==> src/rtl/if_fetch_queue.sv <==
`default_nettype none
// ============================================================================
// if_fetch_queue : credit-limited instruction fetch with in-order tag queue,
//                  response FIFO and ID output register.        Rev 1.0
// ============================================================================
module if_fetch_queue #(
  parameter int                 ADDR_W   = 32,
  parameter int                 DATA_W   = 32,
  parameter int                 DEPTH    = 4,
  parameter int                 PC_STEP  = 4,
  parameter logic [ADDR_W-1:0]  RESET_PC = '0
) (
  input  logic              clk,
  input  logic              rst,
  input  logic              freeze_in,
  input  logic              flush_in,
  input  logic              branch_taken_in,
  input  logic [ADDR_W-1:0] branch_addr_in,
  output logic              imem_req,
  output logic [ADDR_W-1:0] imem_addr,
  input  logic              imem_gnt,
  input  logic              imem_rvalid,
  input  logic [DATA_W-1:0] imem_rdata,
  output logic [ADDR_W-1:0] pc_out,
  output logic [DATA_W-1:0] instruction_out,
  output logic              valid_out
);

  localparam int                 c_PTR_W = $clog2(DEPTH);
  localparam int                 c_CNT_W = c_PTR_W + 1;
  localparam logic [c_CNT_W-1:0] c_DEPTH = c_CNT_W'(DEPTH);
  localparam logic [ADDR_W-1:0]  c_STEP  = ADDR_W'(PC_STEP);

  logic [ADDR_W-1:0]  r_fetch_pc;
  logic               r_req_en;
  logic [c_CNT_W-1:0] r_outstanding;
  logic [c_CNT_W-1:0] r_discard;
  logic [c_CNT_W-1:0] r_count;
  logic [c_PTR_W-1:0] r_fifo_wr;
  logic [c_PTR_W-1:0] r_fifo_rd;
  logic [c_PTR_W-1:0] r_tag_wr;
  logic [c_PTR_W-1:0] r_tag_rd;
  logic [ADDR_W-1:0]  r_fifo_pc    [DEPTH];
  logic [DATA_W-1:0]  r_fifo_instr [DEPTH];
  logic [ADDR_W-1:0]  r_tag_mem    [DEPTH];
  logic [ADDR_W-1:0]  r_pc_out;
  logic [DATA_W-1:0]  r_instr_out;
  logic               r_valid_out;

  logic               w_credit;
  logic               w_grant;
  logic               w_live_rsp;
  logic               w_discard_rsp;
  logic               w_fifo_empty;
  logic               w_advance;
  logic               w_pop;
  logic               w_bypass;
  logic               w_push;
  logic [ADDR_W-1:0]  w_rsp_pc;

  // Stale in-flight requests and buffered words both consume credit.
  assign w_credit      = ({1'b0, r_outstanding} + {1'b0, r_count}) < {1'b0, c_DEPTH};
  assign imem_req      = r_req_en && w_credit && !branch_taken_in;
  assign imem_addr     = r_fetch_pc;
  assign w_grant       = imem_req && imem_gnt;

  assign w_discard_rsp = imem_rvalid && (r_discard != '0);
  assign w_live_rsp    = imem_rvalid && (r_discard == '0);
  assign w_rsp_pc      = r_tag_mem[r_tag_rd];

  assign w_fifo_empty  = (r_count == '0);
  assign w_advance     = !freeze_in && !flush_in;
  assign w_pop         = w_advance && !w_fifo_empty;
  assign w_bypass      = w_advance && w_fifo_empty && w_live_rsp;
  assign w_push        = w_live_rsp && !w_bypass;

  assign pc_out          = r_pc_out;
  assign instruction_out = r_instr_out;
  assign valid_out       = r_valid_out;

  always_ff @(posedge clk or negedge rst) begin
    if (!rst) begin
      r_fetch_pc    <= RESET_PC;
      r_req_en      <= 1'b0;
      r_outstanding <= '0;
      r_discard     <= '0;
      r_count       <= '0;
      r_fifo_wr     <= '0;
      r_fifo_rd     <= '0;
      r_tag_wr      <= '0;
      r_tag_rd      <= '0;
    end else begin
      r_req_en      <= 1'b1;
      r_outstanding <= r_outstanding + c_CNT_W'(w_grant) - c_CNT_W'(imem_rvalid);
      if (branch_taken_in) begin
        // Every request still in flight after this edge belongs to the old path.
        r_fetch_pc <= branch_addr_in;
        r_discard  <= r_outstanding - c_CNT_W'(imem_rvalid);
        r_count    <= '0;
        r_fifo_wr  <= '0;
        r_fifo_rd  <= '0;
        r_tag_wr   <= '0;
        r_tag_rd   <= '0;
      end else begin
        if (w_grant) begin
          r_fetch_pc <= r_fetch_pc + c_STEP;
        end
        r_discard <= r_discard - c_CNT_W'(w_discard_rsp);
        r_count   <= r_count + c_CNT_W'(w_push) - c_CNT_W'(w_pop);
        r_fifo_wr <= r_fifo_wr + c_PTR_W'(w_push);
        r_fifo_rd <= r_fifo_rd + c_PTR_W'(w_pop);
        r_tag_wr  <= r_tag_wr + c_PTR_W'(w_grant);
        r_tag_rd  <= r_tag_rd + c_PTR_W'(w_live_rsp);
      end
    end
  end

  always_ff @(posedge clk) begin
    if (w_push) begin
      r_fifo_pc[r_fifo_wr]    <= w_rsp_pc;
      r_fifo_instr[r_fifo_wr] <= imem_rdata;
    end
    if (w_grant) begin
      r_tag_mem[r_tag_wr] <= r_fetch_pc + c_STEP;
    end
  end

  always_ff @(posedge clk or negedge rst) begin
    if (!rst) begin
      r_pc_out    <= '0;
      r_instr_out <= '0;
      r_valid_out <= 1'b0;
    end else if (flush_in) begin
      r_pc_out    <= '0;
      r_instr_out <= '0;
      r_valid_out <= 1'b0;
    end else if (!freeze_in) begin
      if (w_pop) begin
        r_pc_out    <= r_fifo_pc[r_fifo_rd];
        r_instr_out <= r_fifo_instr[r_fifo_rd];
        r_valid_out <= 1'b1;
      end else if (w_bypass) begin
        r_pc_out    <= w_rsp_pc;
        r_instr_out <= imem_rdata;
        r_valid_out <= 1'b1;
      end else begin
        r_pc_out    <= '0;
        r_instr_out <= '0;
        r_valid_out <= 1'b0;
      end
    end
  end

  a_no_fifo_overflow: assert property (@(posedge clk) disable iff (!rst)
    w_live_rsp |-> (r_count != c_DEPTH));
  a_counters_bounded: assert property (@(posedge clk) disable iff (!rst)
    (r_outstanding <= c_DEPTH) && (r_count <= c_DEPTH) && (r_discard <= c_DEPTH));

endmodule
`default_nettype wire

==> config.mk <==
export PLATFORM = sky130hd
export DESIGN_NAME = if_fetch_queue
export DESIGN_NICKNAME = d
export VERILOG_FILES = /design/src/rtl/if_fetch_queue.sv
export SDC_FILE = /design/constraint.sdc
export NUM_CORES = 1
export LEC_CHECK = 0
export BUFFER_PORTS_ARGS = -buffer_cell sky130_fd_sc_hd__buf_2
export CORE_MARGIN = 10
export CORE_UTILIZATION = 59
export DETAILED_ROUTE_END_ITERATION = 7
export HOLD_SLACK_MARGIN = 0.12
export PLACE_DENSITY = 0.79
export SYNTH_ARGS = -nofsm -noshare
export SYNTH_HDL_FRONTEND = slang
export SYNTH_SLANG_ARGS = --single-unit
==> constraint.sdc <==
create_clock -name clk -period 7.3 [get_ports clk]
set_input_delay 0.365 -clock clk [delete_from_list [all_inputs] [get_ports clk]]
set_output_delay 0.365 -clock clk [all_outputs]
set_load 0.01 [all_outputs]
# Word-level counts from Yosys, hierarchy flattened
# Memories as Yosys holds them, arrays and structs flattened.
# Cells that the tools add are included.
# totals
inputBits	71
wordCells	72
mem_bits_rw	384
n_memories	3
output_inout_bits	98
register_bits	115
# op_classes
order_cmp	1
mux	24
n_eq_ne	1
n_reduce_logical	19
addsub	12
# mem_list
name	words	width	rd	rd_ports_with_merged_regs	wr	line_no	text
r_fifo_instr	4	32	1	0	1	44	logic [DATA_W-1:0] r_fifo_instr [DEPTH];
r_fifo_pc	4	32	1	0	1	43	logic [ADDR_W-1:0] r_fifo_pc [DEPTH];
r_tag_mem	4	32	1	0	1	45	logic [ADDR_W-1:0] r_tag_mem [DEPTH];
# ops
op	count
$mux 32	10
$add 32x3->32 const B	1
$sub 3x1->3	4
$logic_and 1x1->1	10
$add 2x1->2	4
$mux 1	8
$mux 2	4
$add 3x1->3	2
$logic_not 3->1	2
$mux 3	2
$logic_not 1->1	5
$add 3x3->4	1
$lt 4x3->1 const B	1
$reduce_bool 3->1	1
$ne 2x1->1 const B	1
$reduce_bool 2->1	1

# Logic depth before layout (Yosys ltp)
# depth
depth_word	9
depth_mapped	12
mapped_depth_nobuf	11

# Worst setup path before layout
# No wires, ideal clock.
# synth_timing
kind	register to register
startpoint	register r_discard[0]
endpoint	memory r_fifo_instr[1][0] (enable)
synth_period_minus_slack_ns	6.168
setup_slack_ns	1.132
path_stages_with_launch	6
t_required_ns	6.722
t_arrival_ns	5.590
path_buffers	0
setup_time_ns	0.578
path_cell_list	dfrtp_1 nor3_1 nand2_1 inv_1 nand2_1 nor3b_1
# synth_between
elab_chain_len	7
# synth_lines
item	line_no	text
start, declared	37	logic [c_CNT_W-1:0] r_discard;
start signal, assigned	98	r_discard <= r_outstanding - c_CNT_W'(imem_rvalid);
start signal, assigned	108	r_discard <= r_discard - c_CNT_W'(w_discard_rsp);
$logic_not 3->1 (*)	68	assign w_live_rsp = imem_rvalid && (r_discard == '0);
$logic_and 1x1->1 (*)	68	
$logic_and 1x1->1	74	assign w_bypass = w_advance && w_fifo_empty && w_live_rsp;
$logic_not 1->1	75	assign w_push = w_live_rsp && !w_bypass;
$logic_and 1x1->1 (*)	75	
$mux 1 (*)	119	if (w_push) begin
$mux 1 (implied by the code) (*)	121	r_fifo_instr[r_fifo_wr] <= imem_rdata;
end, declared	44	
# Every way passes the cells marked *; elsewhere a longest branch is shown, timed or not.

# Worst setup path after layout
# layout_timing
startpoint	register r_count[1]
endpoint	register r_count[2]
# layout_between
elab_chain_len	8
elab_cells_between_ends	10
cone_classes	add/sub: 2; mux: 1; reduce/logical: 7
# layout_lines
item	line_no	text
start, declared	38	logic [c_CNT_W-1:0] r_count;
start signal, assigned	109	r_count <= r_count + c_CNT_W'(w_push) - c_CNT_W'(w_pop);
$logic_not 3->1	71	assign w_fifo_empty = (r_count == '0);
$logic_and 1x1->1 (2 in series)	74	
$logic_not 1->1	75	
$logic_and 1x1->1	75	
$add 3x1->3	109	
$sub 3x1->3 (*)	109	
$mux 3 (*)	95	if (branch_taken_in) begin
# Marks and branches as above.
# A chain may end at the register's enable or synchronous reset.

==> run_results.csv <==
group,metric,value,unit
run_status,status,"finished, final reports clean",
routing,drc,0,
yosys,netlist_area,20100,um2
yosys,yosys.cell_count.top_type,"edfxtp_1",
yosys,synth-async-reset-ratio,23.0,%
clock_network,clk_pin_slew,60,ps
worst_hold_path,hp-class,"in2reg",
pwr,irDropWorstVdd,0.000178,V
setup_path,critPathKind,"reg2reg",
setup_path,crit_path_top_delay_cell,"or3_2",
worst_hold_path,worstHoldEndpoint,"imem_addr[30]",
routing,drt_pass1_iterations,5,
sta,setup_viol,0,
layout,diodes,0,
yosys,avgSynthCellArea,17.3,um2
yosys,yosys-top-cells-area,"edfxtp_1, dfrtp_1, mux4_2, a221oi_1, nor2b_1",
sta,finalSetupTns,0,ps
setup_path,arrival,3570,ps
layout,fillCellCount,2091,
sta,slew_headroom,23.7,%
layout,seqCellArea,14400,um2
placed_design,port_buffers,168,
pwr,sw_frac_of_total,26.2,%
floorplan,rows,67,
global_route,grtUsageTotal,21.0,%
placed_design,dp_hpwl,25700,um
routing,drtIter0Drc,843,
yosys,syn_inst,1156,
routing,viasPerCell,6.15,
clock_network,cts_setup_buffers,0,
pwr,powerDensity,296,nW/um2
sta,drv_slew,0,
pwr,p_switching,1810,uW
sta,layout_setup_ws,4130,ps
setup_path,r2r_slack,4130,ps
yosys,synth_edf_count,384,
yosys,synth_fp_nets,1244,
placed_design,gp_congestion,0.852,
setup_path,path_cells,"or3_2, nand2_1, inv_2, ha_1, inv_1, ha_1, inv_1, fa_1, xnor2_1, nor2_1",
global_route,antenna_found_initial,1,
sta,fmax,0.315,GHz
setup_path,crit_buf_inv,3,
yosys,yosysSeqAreaShare,71.8,%
pwr,leakage,0.00856,uW
setup_path,critical-path-max-stage-delay,870,ps
setup_path,path_max_fanout,48,
floorplan,dieArea,41800,um2
sta,worstMarginPinSlew,1140,ps
sta,layout_min_cycle_time,3170,ps
pwr,p_seq_share,50.5,%
layout,multiInputGateArea,5300,um2
clock_network,cts.path.max_buffers,3,
clock_network,cts_buffers,47,
clock_network,cts_tree,"yes",
yosys,synth_top_flop_cell,"edfxtp_1",
routing,drt_wl_total,43300,um
flow_run,cap_violations,0,
worst_hold_path,hold_depth,3,
floorplan,initial_core_util,59.8,%
yosys,ys_ff_latch,499,
global_route,grt.overflow.total,0,
global_route,first_global_vias,12286,
floorplan,pin_count,169,
global_route,grt_max_degree,68,
yosys,yosysWarnings,0,
setup_path,rr_endpoint,"r_count[2]",
setup_path,rr_worst_depth,10,
floorplan,die_y,204,um
clock_network,cts_max_level,2,
yosys,netlist.area_leader.share,57.5,%
layout,syn2layout_area_growth,16.7,%
yosys,synth_commonest_cells,"edfxtp_1, dfrtp_1, mux4_2, nand2_1, nor3_1",
yosys,synth_cell_types,60,
clock_network,cts_root_buffer,"clkbuf_16",
worst_hold_path,hp-start,"branch_addr_in[30]",
global_route,grt_pass1_wl,69100,um
layout,final_nets,1470,
sta,fin_hold_ws,145,ps
sta,fin_crit_sh,43.4,%
routing,avgRoutedWirePerCell,23.2,um
setup_path,critPathTopFamily,"simple AND/OR/NAND/NOR gates",
layout,drive_gt1_share,26.6,%
pwr,power.internal,5110,uW
floorplan,die_x,204,um
routing,ant_nets,0,
setup_path,r2r_start,"r_count[1]",
sta,hold_viol,0,
placed_design,pre_cts_ws,4170,ps
floorplan,coreArea,33500,um2
yosys,synth.largest_area_cell,"edfxtp_1",
clock_network,cts_hold_buf,62,
clock_network,cts.sinks,499,
pwr,pwr-share-clk,32.8,%
routing,num_vias,11484,
sta,clock_skew,20.8,ps
clock_network,cts-resized-gates,0,
pwr,combPwrFrac,16.7,%
setup_path,start_kind,"flop",
clock_network,clock_latency,550,ps
setup_path,cp.required,7700,ps
sta,grt_setup_unrepaired,"no",
setup_path,cp-end-kind,"flop",
## metrics by stage
| stage | instances | power [uW] | utilization [%] | cell area (um2) |
|---|---|---|---|---|
| floorplan | 1156 | 4280 | - | 20100 |
| global placement | 1719 | 4620 | 63.7 | 21400 |
| detailed placement | 1719 | 4680 | 63.7 | 21400 |
| CTS | 1867 | 6970 | 69.8 | 23400 |
| global route | 1867 | 7220 | 69.8 | 23400 |
| finish | 1867 | 6930 | 69.8 | 23400 |
## power groups by stage
stage	combinational, uW	sequential, uW	clock [uW]
3_5_place_dp	1130	3550	0
2_1_floorplan	748	3530	0
3_3_place_gp	1080	3540	0
6_report	1150	3500	2270
4_1_cts	1170	3500	2310
5_1_grt	1270	3520	2430
## tightest hold or removal path: cells and delay by family
| kind | cells | cell delay [ps] |
|---|---|---|
| buf+inv | 1 | 80 |
| compound gates | 2 | 190 |
## logic make-up (layout without fill, tap and decap cells)
logic type,count (synthesis),in the layout,synth area share [%]
and+or+nand+nor,275,275,7.30
muxes,103,103,11.1
adders and majority gates,17,17,1.14
buffers and inverters,92,355,1.91
AOI/OAI and AO/OA,131,131,4.99
xor gates and xnor gates,38,38,1.66
DFF,499,499,71.8
other,1,1,0.0187
## sequential cells by signal (all words and copies together) (netlist names), 3 cells and up
register / flops
r_discard: 3
pc_out: 32
instruction_out: 32
r_outstanding: 3
r_fifo_instr: 128
r_fifo_pc: 128
r_count: 3
imem_addr: 32
r_tag_mem: 128
## per-layer routing
metal	global-route usage, %	vias up	wire length, um
met5	0	-	13
met4	6.08	2	953
met3	3.87	72	3380
met2	34.2	535	21400
met1	28.7	5862	17600
li1	-	5013	-
## cell type report
class                   count  area share (%)
clock buffers              69            5.69
clock inverters            17           0.449
inverters                  17           0.273
multi-input cells         565            22.6
flip-flops and latches    499            61.6
well taps                 448            2.39
repair buffers            252            6.96
## cell usage in the layout, fill, tap and decap left out, drive strengths merged, types with 25 or more instances in the layout
cell type    netlist  routed
nor2b             54      54
buf               31     190
a22oi             27      27
nor2              27      27
nor3              57      57
mux4              96      96
clkbuf            44      69
a221oi            46      46
edfxtp           384     384
dlygate4sd3        0      62
xnor2             25      25
dfrtp            115     115
nand2             77      77
## worst max-delay path by stage
stage,startpoint,end,depth (start not counted)
2_1_floorplan,r_discard[0],r_fifo_instr[1][0],5
4_1_cts,r_count[1],r_count[2],10
3_3_place_gp,r_count[1],r_count[2],10
5_1_grt,r_count[1],r_count[2],10
6_report,r_count[1],r_count[2],10
3_5_place_dp,r_count[1],r_count[2],10
Power figures use the tool's default switching activity.
